--- config.mk ---
export PLATFORM = sky130hd
export DESIGN_NAME = keypad_scanner
export DESIGN_NICKNAME = d
export VERILOG_FILES = /design/src/rtl/keypad_pkg.sv /design/src/rtl/sync_2ff.sv /design/src/rtl/keypad_scanner.sv
export SDC_FILE = /design/constraint.sdc
export NUM_CORES = 1
export LEC_CHECK = 0
export BUFFER_PORTS_ARGS = -buffer_cell sky130_fd_sc_hd__buf_2
export CORE_MARGIN = 2
export CORE_UTILIZATION = 30
export DETAILED_ROUTE_END_ITERATION = 12
export PLACE_DENSITY = 0.44
export SYNTH_ARGS = -nofsm -noshare
export SYNTH_HDL_FRONTEND = slang
export SYNTH_HIERARCHICAL = 1
export SYNTH_SLANG_ARGS = --single-unit
--- constraint.sdc ---
create_clock -name clk -period 6.2 [get_ports clk]
set_input_delay 0.93 -clock clk [delete_from_list [all_inputs] [get_ports clk]]
set_output_delay 0.93 -clock clk [all_outputs]
set_load 0.01 [all_outputs]
--- src/rtl/keypad_pkg.sv ---
`default_nettype none
// ============================================================================
// keypad_pkg : shared types, sizes and row-decode helpers for keypad_scanner
// Revision   : 1.0
// ============================================================================
package keypad_pkg;

  localparam int NUM_FILAS = 4;
  localparam int NUM_COLS  = 4;

  typedef enum logic [1:0] {
    SCAN         = 2'd0,
    DEBOUNCE     = 2'd1,
    EMIT         = 2'd2,
    WAIT_RELEASE = 2'd3
  } estado_t;

  typedef logic [3:0] tecla_t;

  // A press is only a row vector with exactly one bit set; ghosting patterns are rejected.
  function automatic logic es_onehot(input logic [NUM_FILAS-1:0] v);
    return (v != '0) && ((v & (v - NUM_FILAS'(1))) == '0);
  endfunction

  function automatic logic [1:0] indice_fila(input logic [NUM_FILAS-1:0] v);
    logic [1:0] idx;
    idx = 2'd0;
    for (int i = 0; i < NUM_FILAS; i++) begin
      if (v[i]) idx = 2'(i);
    end
    return idx;
  endfunction

endpackage
`default_nettype wire

--- src/rtl/sync_2ff.sv ---
`default_nettype none
// ============================================================================
// sync_2ff : parameterized-width two-flop synchronizer for asynchronous inputs
// Revision : 1.0
// ============================================================================
module sync_2ff #(
  parameter int WIDTH = 1
) (
  input  logic             clk,
  input  logic             rst_n_i,
  input  logic [WIDTH-1:0] d_i,
  output logic [WIDTH-1:0] q_o
);

  logic [WIDTH-1:0] meta_q;
  logic [WIDTH-1:0] sync_q;

  always_ff @(posedge clk or negedge rst_n_i) begin
    if (!rst_n_i) begin
      meta_q <= '0;
      sync_q <= '0;
    end else begin
      meta_q <= d_i;
      sync_q <= meta_q;
    end
  end

  assign q_o = sync_q;

endmodule
`default_nettype wire

--- src/rtl/keypad_scanner.sv ---
`default_nettype none
// ============================================================================
// keypad_scanner : 4x4 matrix keypad scan, debounce and valid/ready key output
// Optional auto-repeat while a key is held: define KEYPAD_REPEAT_EN
// Revision       : 1.0
// ============================================================================
module keypad_scanner
  import keypad_pkg::*;
#(
  parameter int SCAN_CYCLES     = 1000,
  parameter int DEBOUNCE_CYCLES = 50000,
  parameter int REPEAT_CYCLES   = 5000000
) (
  input  logic                 clk,
  input  logic                 rst_n_pi,
  input  logic [NUM_FILAS-1:0] filas_pi,
  output logic [NUM_COLS-1:0]  columnas_po,
  output tecla_t               tecla_o,
  output logic                 valido_o,
  input  logic                 listo_pi
);

  localparam int SCAN_W = $clog2(SCAN_CYCLES + 1);
  localparam int DEB_W  = $clog2(DEBOUNCE_CYCLES + 1);
  localparam logic [SCAN_W-1:0] SCAN_LAST = SCAN_W'(SCAN_CYCLES - 1);
  localparam logic [DEB_W-1:0]  DEB_LAST  = DEB_W'(DEBOUNCE_CYCLES - 1);

  logic [NUM_FILAS-1:0] filas_s;
  estado_t              estado_q;
  logic [1:0]           col_q;
  logic [1:0]           fila_q;
  logic [SCAN_W-1:0]    dwell_q;
  logic [DEB_W-1:0]     estable_q;
  tecla_t               tecla_q;
  logic                 valido_q;
  logic                 coincide;

  sync_2ff #(
    .WIDTH (NUM_FILAS)
  ) u_sync_filas (
    .clk     (clk),
    .rst_n_i (rst_n_pi),
    .d_i     (filas_pi),
    .q_o     (filas_s)
  );

  assign coincide = (filas_s == (NUM_FILAS'(1) << fila_q));

`ifdef KEYPAD_REPEAT_EN
  localparam int REP_W = $clog2(REPEAT_CYCLES + 1);
  localparam logic [REP_W-1:0] REP_LAST = REP_W'(REPEAT_CYCLES - 1);
  logic [REP_W-1:0] rep_q;
`endif

  // estable_q serves both the press debounce and the release debounce; it is cleared on entry to each.
  always_ff @(posedge clk or negedge rst_n_pi) begin
    if (!rst_n_pi) begin
      estado_q  <= SCAN;
      col_q     <= 2'd0;
      fila_q    <= 2'd0;
      dwell_q   <= '0;
      estable_q <= '0;
      tecla_q   <= '0;
      valido_q  <= 1'b0;
`ifdef KEYPAD_REPEAT_EN
      rep_q     <= '0;
`endif
    end else begin
      case (estado_q)
        SCAN: begin
          if (dwell_q == SCAN_LAST) begin
            dwell_q <= '0;
            if (es_onehot(filas_s)) begin
              fila_q    <= indice_fila(filas_s);
              estable_q <= '0;
              estado_q  <= DEBOUNCE;
            end else begin
              col_q <= col_q + 2'd1;
            end
          end else begin
            dwell_q <= dwell_q + SCAN_W'(1);
          end
        end
        DEBOUNCE: begin
          if (coincide) begin
            if (estable_q == DEB_LAST) begin
              tecla_q  <= {fila_q, col_q};
              valido_q <= 1'b1;
              estado_q <= EMIT;
            end else begin
              estable_q <= estable_q + DEB_W'(1);
            end
          end else begin
            dwell_q  <= '0;
            estado_q <= SCAN;
          end
        end
        EMIT: begin
          if (listo_pi) begin
            valido_q  <= 1'b0;
            estable_q <= '0;
            estado_q  <= WAIT_RELEASE;
`ifdef KEYPAD_REPEAT_EN
            rep_q     <= '0;
`endif
          end
        end
        WAIT_RELEASE: begin
          if (filas_s == '0) begin
            if (estable_q == DEB_LAST) begin
              col_q    <= col_q + 2'd1;
              dwell_q  <= '0;
              estado_q <= SCAN;
            end else begin
              estable_q <= estable_q + DEB_W'(1);
            end
          end else begin
            estable_q <= '0;
          end
`ifdef KEYPAD_REPEAT_EN
          if (coincide) begin
            if (rep_q == REP_LAST) begin
              rep_q    <= '0;
              valido_q <= 1'b1;
              estado_q <= EMIT;
            end else begin
              rep_q <= rep_q + REP_W'(1);
            end
          end else begin
            rep_q <= '0;
          end
`endif
        end
        default: estado_q <= SCAN;
      endcase
    end
  end

  assign columnas_po = NUM_COLS'(1) << col_q;
  assign tecla_o     = tecla_q;
  assign valido_o    = valido_q;

endmodule
`default_nettype wire
==> impl_results.md <==
* Die width at 94.76 um
* Core Area at 8093 um2
* Critical-path cell list: ha_1 -> or4bb_1 -> nor3_1 -> a31oi_1 -> a21oi_1 -> a31oi_1
* Area Overhead vs Synth at 10.18%
* Status: completed
* Hold Buf Count CTS at 0
* H-tree depth at 2
* Post-synth EDFFs at 0
* CTS tree: built
* Overflow after GRT at 0
* CP Class: flip-flop to flip-flop
* Post-Syn Instances at 254
* Max Clock Skew at 0.007270 ns
* Leak at 1.148 nW
* FF+latch count, synth at 45
* Number of max-cap violations at 0
* Initial Util at 0.3053
* DRT iter0 DRCs at 95
* Dpl hpwl at 3.847 mm
* FP Rows at 33
* Syn nets at 267
* Layout cell share with drive strength beyond 1 at 0.1515
* Max stage delay cell, worst path: a21oi_1
* Ys async rst share at 1.000
* 1st-pass router iterations at 4
* Unrepaired setup endpoints after global routing: no
* Total Wirelength at 5.700 mm
* Global-route wire length before repair at 9.998 mm
* DRC viols at 0
* CTS root buf: clkbuf_8
* Final period util at 0.4566
* CTS buffer count at 5
* Critical path peak fanout at 14
* Antenna violations before repair at 0
* CP Capture Type: flip-flop
* Worst hold path class: flip-flop to flip-flop
* Clock-pin slew on the worst setup and hold paths at 0.09 ns
* Longest Clk Path Bufs at 2
* Synthesized cell area at 2471 um2
* Slew Limit Fails at 0
* Critical Path Max Stage Delay at 0.95 ns
* Post-CTS resize count at 0
* Layout net count at 276
* IO Count at 16
* Synthesis Warnings at 6
* DR vias/cell at 5.561
* Final cell count without fillers at 369
* DIE HEIGHT at 94.76 um
* Worst EP arrival at 2.96 ns
* CP startpoint kind: flip-flop
* # diodes at 0
* Finish-stage setup viols at 0
* Top FF cell, synth: dfrtp_1
* Final Hold Violating Endpoints at 0
* Num Clock Sinks at 45
* Pin count of the biggest net entering global routing at 46
* DR WL/cell at 15.45 um
* Post-route setup TNS at 0 ns
* Top cell by count, worst path: a31oi_1
* Max IR drop VDD at 80.96 uV
* CP Data Required Time at 6.33 ns
* Count of cell types in the netlist at 51
* Total power divided by cell area at 184.3 nW/um2
* Placed Cells at 361
* Routability cong. at 0.7561
* Avg Cell Area, Syn at 9.729 um2
* Setup Fix Bufs, Post-CTS at 0
* Post-layout util at 0.3364
* Total power at 501.7 uW
* Worst slew margin at 0.2077
* Die area at 8979 um2
* Post-route ant nets at 0
* PortBufs at 15
* Worst-Margin Slew at 1.188 ns
* Fin crit period at 2.831 ns
* Max frequency at 353.2 MHz
* Register area share after synthesis at 0.4557
* Via count at 2052
* Overall routing resource usage at 0.1413
* Worst-Skew Late Latency at 0.30 ns
* Number of global-route vias before repair at 1985
[layout by cell type (no fill, tap or decap), types with 3 or more instances in the layout]
cell type	netlist	final
o21ai_0	10	10
o41ai_1	4	4
nand2_1	14	14
buf_2	0	15
o31ai_1	3	3
dfrtp_1	45	45
a31o_2	3	3
nor4_1	4	4
o211ai_1	4	4
a211o_1	4	4
a21oi_1	19	19
mux2_2	5	5
or2_2	4	4
and4_1	3	3
clkbuf_8	0	5
nor3_1	6	6
a41oi_1	7	7
nand4_1	5	5
inv_1	11	11
nor3b_1	3	3
ha_1	6	6
nor2_1	9	9
o21a_1	4	4
a21o_1	4	4
a31oi_1	16	16
and3_1	4	4
or4_1	3	3
nand3_1	9	9
[worst paths after layout]
check	start	to	slack [ns]	depth (start not counted)
setup / recovery	dwell_q[0]$_DFFE_PN0P_	estable_q[14]$_DFFE_PN0P_	3.37	6
hold / removal	u_sync_filas/meta_q[3]$_DFF_PN0_	u_sync_filas/q_o[3]$_DFF_PN0_	0.35	0
setup reg to reg	dwell_q[0]$_DFFE_PN0P_	estable_q[14]$_DFFE_PN0P_	3.37	6
hold reg to reg	u_sync_filas/meta_q[3]$_DFF_PN0_	u_sync_filas/q_o[3]$_DFF_PN0_	0.35	0
max in group asynchronous	rst_n_pi	estable_q[11]$_DFFE_PN0P_	4.77	1
min in group asynchronous	rst_n_pi	tecla_o[0]$_DFFE_PN0P_	0.80	1
[cell families (layout without fill, tap and decap cells)]
logic type	Yosys count	after routing	synth area share
xor gates and xnor gates	2	2	0.007090
AOI/OAI and AO/OA	86	86	0.2339
adders and majority gates	6	6	0.03038
buffers and inverters	26	36	0.03949
DFF	45	45	0.4557
and+or+nand+nor	83	83	0.2066
muxes	6	6	0.02683
[routing by layer]
metal | track usage | vias to the layer above | routed length [um]
met2 | 0.2270 | 32 | 2658
met1 | 0.1945 | 1015 | 2750
met3 | 0.02713 | 7 | 230
li1 | - | 998 | -
met5 | 0 | - | 0
met4 | 0.03865 | 0 | 61
[cells in the mapped netlist (3+ instances only)]
cell type | count | share of area
dfrtp_1 | 45 | 0.46
a21oi_1 | 19 | 0.038
a31oi_1 | 16 | 0.041
nand2_1 | 14 | 0.021
clkbuf_1 | 13 | 0.020
inv_1 | 11 | 0.017
o21ai_0 | 10 | 0.020
nand3_1 | 9 | 0.018
nor2_1 | 9 | 0.014
a41oi_1 | 7 | 0.025
ha_1 | 6 | 0.030
nor3_1 | 6 | 0.012
mux2_2 | 5 | 0.023
nand4_1 | 5 | 0.013
a211o_1 | 4 | 0.014
a21o_1 | 4 | 0.012
and3_1 | 4 | 0.010
nor4_1 | 4 | 0.010
o211ai_1 | 4 | 0.012
o21a_1 | 4 | 0.012
o41ai_1 | 4 | 0.014
or2_2 | 4 | 0.010
a31o_2 | 3 | 0.011
and4_1 | 3 | 0.011
nor3b_1 | 3 | 0.0091
o31ai_1 | 3 | 0.0091
or4_1 | 3 | 0.0091
[report_power, final]
part	switching (mW)	total, mW	internal (mW)
combinational	0.00812	0.0119	0.00373
clock	0.109	0.189	0.0802
sequential	0.00463	0.300	0.296
[stage by stage]
stage	worst slack, ns	hold WS, ns	instance area (um2)
floorplan	3.794	0.3312	2471
global placement	3.430	0.3316	2633
detailed placement	3.322	0.3347	2633
CTS	3.329	0.3563	2723
global route	3.117	0.3637	2723
finish	3.369	0.3529	2723
[worst max-delay path: cells and delay by family, from the launching register on]
family	cells	cell delay, ns
simple gates	2	0.68
flops	1	0.40
compound gates	3	1.34
fa+ha+maj	1	0.23
[sequential cells by signal, summed over array words and instances, names as in the netlist, named ones only]
register / count
col_q: 2
dwell_q: 10
estable_q: 16
estado_q: 1
fila_q: 2
tecla_o: 4
u_sync_filas/meta_q: 4
u_sync_filas/q_o: 4
valido_o: 1
[cell type report]
class,count,area [um2]
clock buffer,5,68.82
timing repair buffer,16,82.58
fill,868,5370
multi-input combinational,183,1247
clock inverter,3,21.27
inverter,12,45.04
sequential,45,1126
tap,105,131.4
(Power assumes the default switching activity.)
